## src/rtl/iob_ext_mem_arbiter_pkg.sv

```systemverilog
// Shared types for the two-master external-memory arbiter: FSM states and master ids.
// Optional read timeout is enabled with IOB_EXT_MEM_ARB_TIMEOUT_EN (see iob_ext_mem_arbiter).
package iob_ext_mem_arbiter_pkg;

    typedef enum logic [1:0] {
        ST_IDLE = 2'd0,
        ST_LOCK = 2'd1,
        ST_RESP = 2'd2
    } arb_state_t;

    localparam logic MST_M0 = 1'b0;
    localparam logic MST_M1 = 1'b1;

    // After an accept the loser gets priority: prio=1 means m0 wins the next tie.
    function automatic logic next_prio(input logic winner);
        return (winner == MST_M1) ? 1'b1 : 1'b0;
    endfunction

endpackage

```

## src/rtl/iob_ext_mem_arbiter_rr2.sv

```systemverilog
// Two-way round-robin grant; when lock_i is set the current owner is passed straight through.
module iob_rr_arb2
    import iob_ext_mem_arbiter_pkg::*;
(
    input  logic [1:0] req_i,
    input  logic       prio_i,
    input  logic       lock_i,
    input  logic       owner_i,
    output logic       gnt_o
);

    // Grant selection: sole requester wins, ties go by prio_i.
    always_comb begin
        gnt_o = MST_M1;
        if (lock_i) begin
            gnt_o = owner_i;
        end else begin
            case (req_i)
                2'b01:   gnt_o = MST_M0;
                2'b10:   gnt_o = MST_M1;
                default: gnt_o = prio_i ? MST_M0 : MST_M1;
            endcase
        end
    end

endmodule

```

## src/rtl/iob_ext_mem_arbiter.sv

```systemverilog
// Shares one IOb external-memory port between ibus (m0, read-only) and dbus (m1, read/write).
// Define IOB_EXT_MEM_ARB_TIMEOUT_EN to add the read-response timeout and sticky timeout_o flag.
module iob_ext_mem_arbiter
    import iob_ext_mem_arbiter_pkg::*;
#(
    parameter int ADDR_W    = 32,
    parameter int DATA_W    = 32,
    parameter int TIMEOUT_W = 16,
    parameter int TIMEOUT   = 1000
) (
    input  logic                  clk_i,
    input  logic                  arst_n_i,
    input  logic                  cke_i,
    input  logic                  m0_avalid_i,
    input  logic [ADDR_W-1:0]     m0_addr_i,
    output logic                  m0_ready_o,
    output logic [DATA_W-1:0]     m0_rdata_o,
    output logic                  m0_rvalid_o,
    input  logic                  m1_avalid_i,
    input  logic [ADDR_W-1:0]     m1_addr_i,
    input  logic [DATA_W-1:0]     m1_wdata_i,
    input  logic [DATA_W/8-1:0]   m1_wstrb_i,
    output logic                  m1_ready_o,
    output logic [DATA_W-1:0]     m1_rdata_o,
    output logic                  m1_rvalid_o,
    output logic                  s_avalid_o,
    output logic [ADDR_W-1:0]     s_addr_o,
    output logic [DATA_W-1:0]     s_wdata_o,
    output logic [DATA_W/8-1:0]   s_wstrb_o,
    input  logic                  s_ready_i,
    input  logic [DATA_W-1:0]     s_rdata_i,
    input  logic                  s_rvalid_i,
    output logic                  timeout_o
);

    arb_state_t state_q, state_d;
    logic       prio_q, prio_d;
    logic       owner_q, owner_d;
    logic       grant_s;
    logic       is_read_s;
    logic       resp_valid_s;
    logic       timeout_hit_s;
    logic       done_s;

    iob_rr_arb2 u_rr (
        .req_i   ({m1_avalid_i, m0_avalid_i}),
        .prio_i  (prio_q),
        .lock_i  (state_q == ST_LOCK),
        .owner_i (owner_q),
        .gnt_o   (grant_s)
    );

    assign is_read_s = (grant_s == MST_M0) || (m1_wstrb_i == {(DATA_W/8){1'b0}});
    assign done_s    = resp_valid_s | timeout_hit_s;

    // Request muxing, response routing and next-state selection.
    always_comb begin
        state_d     = state_q;
        prio_d      = prio_q;
        owner_d     = owner_q;
        s_avalid_o  = 1'b0;
        m0_ready_o  = 1'b0;
        m1_ready_o  = 1'b0;
        s_addr_o    = (grant_s == MST_M1) ? m1_addr_i : m0_addr_i;
        s_wdata_o   = (grant_s == MST_M1) ? m1_wdata_i : {DATA_W{1'b0}};
        s_wstrb_o   = (grant_s == MST_M1) ? m1_wstrb_i : {(DATA_W/8){1'b0}};
        m0_rdata_o  = timeout_hit_s ? {DATA_W{1'b0}} : s_rdata_i;
        m1_rdata_o  = timeout_hit_s ? {DATA_W{1'b0}} : s_rdata_i;
        m0_rvalid_o = done_s & (owner_q == MST_M0);
        m1_rvalid_o = done_s & (owner_q == MST_M1);
        case (state_q)
            ST_IDLE, ST_LOCK: begin
                if (state_q == ST_IDLE) begin
                    s_avalid_o = m0_avalid_i | m1_avalid_i;
                end else begin
                    s_avalid_o = (grant_s == MST_M1) ? m1_avalid_i : m0_avalid_i;
                end
                m0_ready_o = s_avalid_o & s_ready_i & (grant_s == MST_M0);
                m1_ready_o = s_avalid_o & s_ready_i & (grant_s == MST_M1);
                if (s_avalid_o && s_ready_i) begin
                    owner_d = grant_s;
                    prio_d  = next_prio(grant_s);
                    state_d = is_read_s ? ST_RESP : ST_IDLE;
                end else if (s_avalid_o) begin
                    // Memory stalled: freeze the grant so the address cannot change under it.
                    owner_d = grant_s;
                    state_d = ST_LOCK;
                end else begin
                    state_d = ST_IDLE;
                end
            end
            ST_RESP: begin
                if (done_s) begin
                    state_d = ST_IDLE;
                end else begin
                    state_d = ST_RESP;
                end
            end
            default: begin
                state_d = ST_IDLE;
            end
        endcase
    end

    // Arbiter state registers, frozen while cke_i is low.
    always_ff @(posedge clk_i or negedge arst_n_i) begin
        if (!arst_n_i) begin
            state_q <= ST_IDLE;
            prio_q  <= 1'b0;
            owner_q <= MST_M0;
        end else if (cke_i) begin
            state_q <= state_d;
            prio_q  <= prio_d;
            owner_q <= owner_d;
        end
    end

`ifdef IOB_EXT_MEM_ARB_TIMEOUT_EN
    logic [TIMEOUT_W-1:0] cnt_q, cnt_d;
    logic                 drop_q, drop_d;
    logic                 timeout_q, timeout_d;

    // A late response after a forced completion must not be mistaken for the next read's data.
    assign resp_valid_s  = (state_q == ST_RESP) & s_rvalid_i & ~drop_q;
    assign timeout_hit_s = (state_q == ST_RESP) & ~resp_valid_s &
                           (cnt_q == TIMEOUT_W'(TIMEOUT - 1));
    assign timeout_o     = timeout_q;

    // Response-wait counter, drop flag and sticky timeout flag.
    always_comb begin
        cnt_d     = cnt_q;
        drop_d    = drop_q;
        timeout_d = timeout_q;
        if ((state_q != ST_RESP) && (state_d == ST_RESP)) begin
            cnt_d = {TIMEOUT_W{1'b0}};
        end else if (state_q == ST_RESP) begin
            cnt_d = cnt_q + TIMEOUT_W'(1);
        end else begin
            cnt_d = cnt_q;
        end
        if (timeout_hit_s) begin
            drop_d    = 1'b1;
            timeout_d = 1'b1;
        end else if (drop_q && s_rvalid_i) begin
            drop_d = 1'b0;
        end else begin
            drop_d = drop_q;
        end
    end

    // Timeout registers.
    always_ff @(posedge clk_i or negedge arst_n_i) begin
        if (!arst_n_i) begin
            cnt_q     <= {TIMEOUT_W{1'b0}};
            drop_q    <= 1'b0;
            timeout_q <= 1'b0;
        end else if (cke_i) begin
            cnt_q     <= cnt_d;
            drop_q    <= drop_d;
            timeout_q <= timeout_d;
        end
    end
`else
    logic [TIMEOUT_W-1:0] timeout_cfg_unused_s;

    assign resp_valid_s         = (state_q == ST_RESP) & s_rvalid_i;
    assign timeout_hit_s        = 1'b0;
    assign timeout_o            = 1'b0;
    assign timeout_cfg_unused_s = TIMEOUT_W'(TIMEOUT);
`endif

endmodule

```

## config.mk

```make
export PLATFORM = sky130hd
export DESIGN_NAME = iob_ext_mem_arbiter
export DESIGN_NICKNAME = d
export VERILOG_FILES = /design/src/rtl/iob_ext_mem_arbiter_pkg.sv /design/src/rtl/iob_ext_mem_arbiter_rr2.sv /design/src/rtl/iob_ext_mem_arbiter.sv
export SDC_FILE = /design/constraint.sdc
export NUM_CORES = 1
export LEC_CHECK = 0
export ABC_AREA = 1
export BUFFER_PORTS_ARGS = -buffer_cell sky130_fd_sc_hd__clkbuf_2
export CAP_MARGIN = 15
export CELL_PAD_IN_SITES_DETAIL_PLACEMENT = 2
export CELL_PAD_IN_SITES_GLOBAL_PLACEMENT = 2
export CORE_AREA = 2 2 127 129
export CTS_BUF_LIST = sky130_fd_sc_hd__clkbuf_8
export DETAILED_ROUTE_END_ITERATION = 10
export DIE_AREA = 0 0 129 131
export PLACE_DENSITY_LB_ADDON = 0.3
export SYNTH_ARGS = -nofsm -noshare
export SYNTH_HDL_FRONTEND = slang
export SYNTH_SLANG_ARGS = --single-unit
```

## constraint.sdc

```tcl
create_clock -name clk_i -period 1.5 [get_ports clk_i]
set_input_delay 0.225 -clock clk_i [delete_from_list [all_inputs] [get_ports clk_i]]
set_output_delay 0.225 -clock clk_i [all_outputs]
set_load 0.01 [all_outputs]
```

==> results.py <==
metrics = {
    "run_status": {
        "status": "finished with violations",
        "violations": "setup timing",
    },
    "route": {
        "wire_per_inst_um": 11.77,
        "drt_wl_total_um": 7523,
        "vias_per_cell": 3.396,
        "route.detailed.drc": 0,
        "dr.first_iter.drc_count": 21,
        "first_pass_iters": 4,
        "vias": 2170,
        "antenna_left": 0,
    },
    "clock_tree": {
        "cts_buffers": 3,
        "clk_pin_slew_worst_paths_ns": 0.03,
        "clockRootBuffer": "clkbuf_8",
        "cts_buffer_depth": 2,
        "clk_latency_ns": 0.21,
        "cts_tree": "done",
        "htreeDepth": 1,
        "cts.sinks": 4,
    },
    "final_layout": {
        "area_growth_pct": 70.05,
        "fin_nets": 566,
        "n_antenna_cell": 0,
        "drive_gt1_frac": 0.5579,
        "fillers": 1926,
        "fin_util": 0.1667,
    },
    "place": {
        "io_buffers": 179,
        "dp_hpwl_um": 6381,
        "place.gp.congestion": 0.6905,
    },
    "logic_synthesis": {
        "synth_edf_count": 0,
        "synthTopCellsByCount": "nand2_1 (109), buf_4 (69), inv_1 (44), nor2_1 (40)",
        "ys_ff_latch": 4,
        "yosysWarnings": 0,
        "netlist_instances": 293,
        "yosys.area.top_type": "buf_4",
        "synth_nets": 434,
        "ys_seq_area_frac": 0.06547,
        "yosys.cell_types.count": 20,
        "synth_area_per_cell_um2": 5.218,
        "synth.area.top_cells": "buf_4 (34%), nand2_1 (27%), inv_1 (11%)",
        "synthFlopType": "dfrtp_1",
        "synth_top_area_share": 0.3388,
        "syn-cell-area_mm2": 0.001529,
        "synth_most_common_cell": "nand2_1",
        "synthArstFlopShare": 1.000,
    },
    "critical_path": {
        "r2r_end": "state_q[1]",
        "cp-startpoint": "state_q[1]",
        "cp-endpoint": "s_addr_o[3]",
        "reg2reg_setup_slack_ns": 0.01,
        "cp_max_fo": 15,
        "r2r_start": "state_q[1]",
        "end_kind": "output port",
        "crit_type": "reg -> out",
        "cp.required_ns": 1.27,
        "cp_common_cell": "nand2_1",
        "cp.arrival_ns": 1.48,
        "crit_chain": "inv_2 > nand2_2 > nand3_4 > nand2_8 > inv_8 > buf_16 > nand2_1 > nand2_1 > clkbuf_2",
        "reg2reg_depth": 8,
        "critical-path-max-stage-delay_ns": 0.42,
        "start_kind": "register",
        "crit_path_top_delay_cell": "dfrtp_1",
    },
    "grt": {
        "grt_pass1_wl_um": 10410,
        "antenna_found_initial": 0,
        "grt.overflow.total": 0,
        "grt_max_degree": 33,
        "track_usage": 0.07769,
        "grt_pass1_vias": 2315,
    },
    "die": {
        "die_height_um": 131,
        "start_util": 0.09803,
        "dieArea_mm2": 0.01690,
        "core_mm2": 0.01560,
        "ios": 277,
        "die_x_um": 129,
        "rows": 46,
    },
    "timing": {
        "setup_violations": 71,
        "finalHoldViolations": 0,
        "slew_viol_final": 0,
        "setup_ws_ns": -0.2088,
        "period_needed_ns": 1.709,
        "maxClockFrequency_mhz": 585.2,
        "rsz0062_at_grt": "yes",
        "timing.final.crit_share": 1.139,
        "finalClockSkew_ns": 0.0002866,
    },
    "min_path": {
        "hold_class": "in -> reg",
    },
    "power_and_ir_drop": {
        "p_per_area_mw_per_mm2": 1447,
        "ir_worst_vdd_mv": 0.4783,
        "power.total_mw": 3.763,
        "p_leak_nw": 1.680,
    },
    "flow_run": {
        "cap_violations": 0,
    },
}
[how the worst min path moves through the flow]
stage	slack, ns	startpoint	cells after the start	end
6_report	0.25	s_ready_i	2	state_q[0]
5_1_grt	0.26	s_ready_i	2	state_q[0]
3_5_place_dp	0.05	arst_n_i	1	state_q[0]
2_1_floorplan	-0.07	arst_n_i	0	owner_q
3_3_place_gp	0.04	arst_n_i	1	state_q[0]
4_1_cts	0.25	s_ready_i	2	state_q[0]
[cells by family (layout without fill, tap and decap cells)]
logic type / Yosys count / in the layout / synth area share
other cells: 1 / 1 / 0.002453
fa+ha+maj: 2 / 2 / 0.01636
simple gates: 159 / 159 / 0.4067
compound gates: 6 / 6 / 0.02536
buf+inv: 121 / 251 / 0.4836
flops: 4 / 4 / 0.06547
[through the flow]
stage          setup WS [ns]  cell area [um2]  TNS, ns  instances  hold WS, ns
4_1_cts              -0.2247             2540   -13.22        637       0.2452
3_5_place_dp         -0.4485             2263   -23.99        628      0.04560
5_1_grt              -0.3080             2600   -19.15        639       0.2581
6_report             -0.2088             2600   -12.63        639       0.2492
2_1_floorplan        0.03933             1539        0        293     -0.07059
3_3_place_gp         -0.3939             2263   -19.69        628      0.04131
[state kept, by name, summed over array words and instances (netlist names)]
register / count
owner_q: 1
prio_q: 1
state_q: 2
[cell type report]
type | count | area (um2) | area share
sequential | 4 | 100.1 | 0.03850
inverter | 46 | 182.7 | 0.07026
multi-input combinational | 168 | 825.8 | 0.3176
timing repair buffer | 202 | 1180 | 0.4538
tap | 216 | 270.3 | 0.1039
clock buffer | 3 | 41.29 | 0.01588
[metal layers]
layer  part of all wire  global-route usage  wire length (um)  vias to the layer above
met2               0.52              0.1575              3929                      144
li1                   -                   -                 -                     1040
met5                  0                   0                 0                        -
met4              0.017             0.02813               131                        0
met1               0.34             0.07190              2571                      966
met3               0.12             0.02524               890                       20
[cells in the final DEF, fill, tap and decap left out, types with 2 or more instances in the layout]
cell type / n
buf_16: 2
ha_4: 2
clkbuf_8: 5
buf_4: 16
nand3_1: 2
nor2_2: 7
nand2_2: 6
inv_2: 4
nand3_2: 3
inv_1: 40
dfrtp_1: 4
clkbuf_2: 170
nor2_1: 32
nand2_1: 102
buf_12: 3
nor3_2: 2
o22ai_1: 2
buf_2: 6
[report_power, final]
part	internal (mW)	switching, mW	total [mW]
Clock	0.171	0.0504	0.221
Sequential	0.155	0.0453	0.200
Combinational	1.46	1.88	3.34
Total	1.78	1.98	3.76
[what timing repair did]
action	4_1_cts	5_1_grt
endpoints found under the hold margin	4	0
endpoints found under the setup margin	72	74
hold buffers	1	0
gates resized for setup	37	20
pin swaps	10	4
buffers inserted	3	2
gates cloned	2	0
[worst max-delay path: cells and delay by family, from the launching register on]
kind                   cells  cell delay (ns)
buffers and inverters      4             0.46
DFF                        1             0.42
and+or+nand+nor            5             0.38
Power figures use the tool's default switching activity.
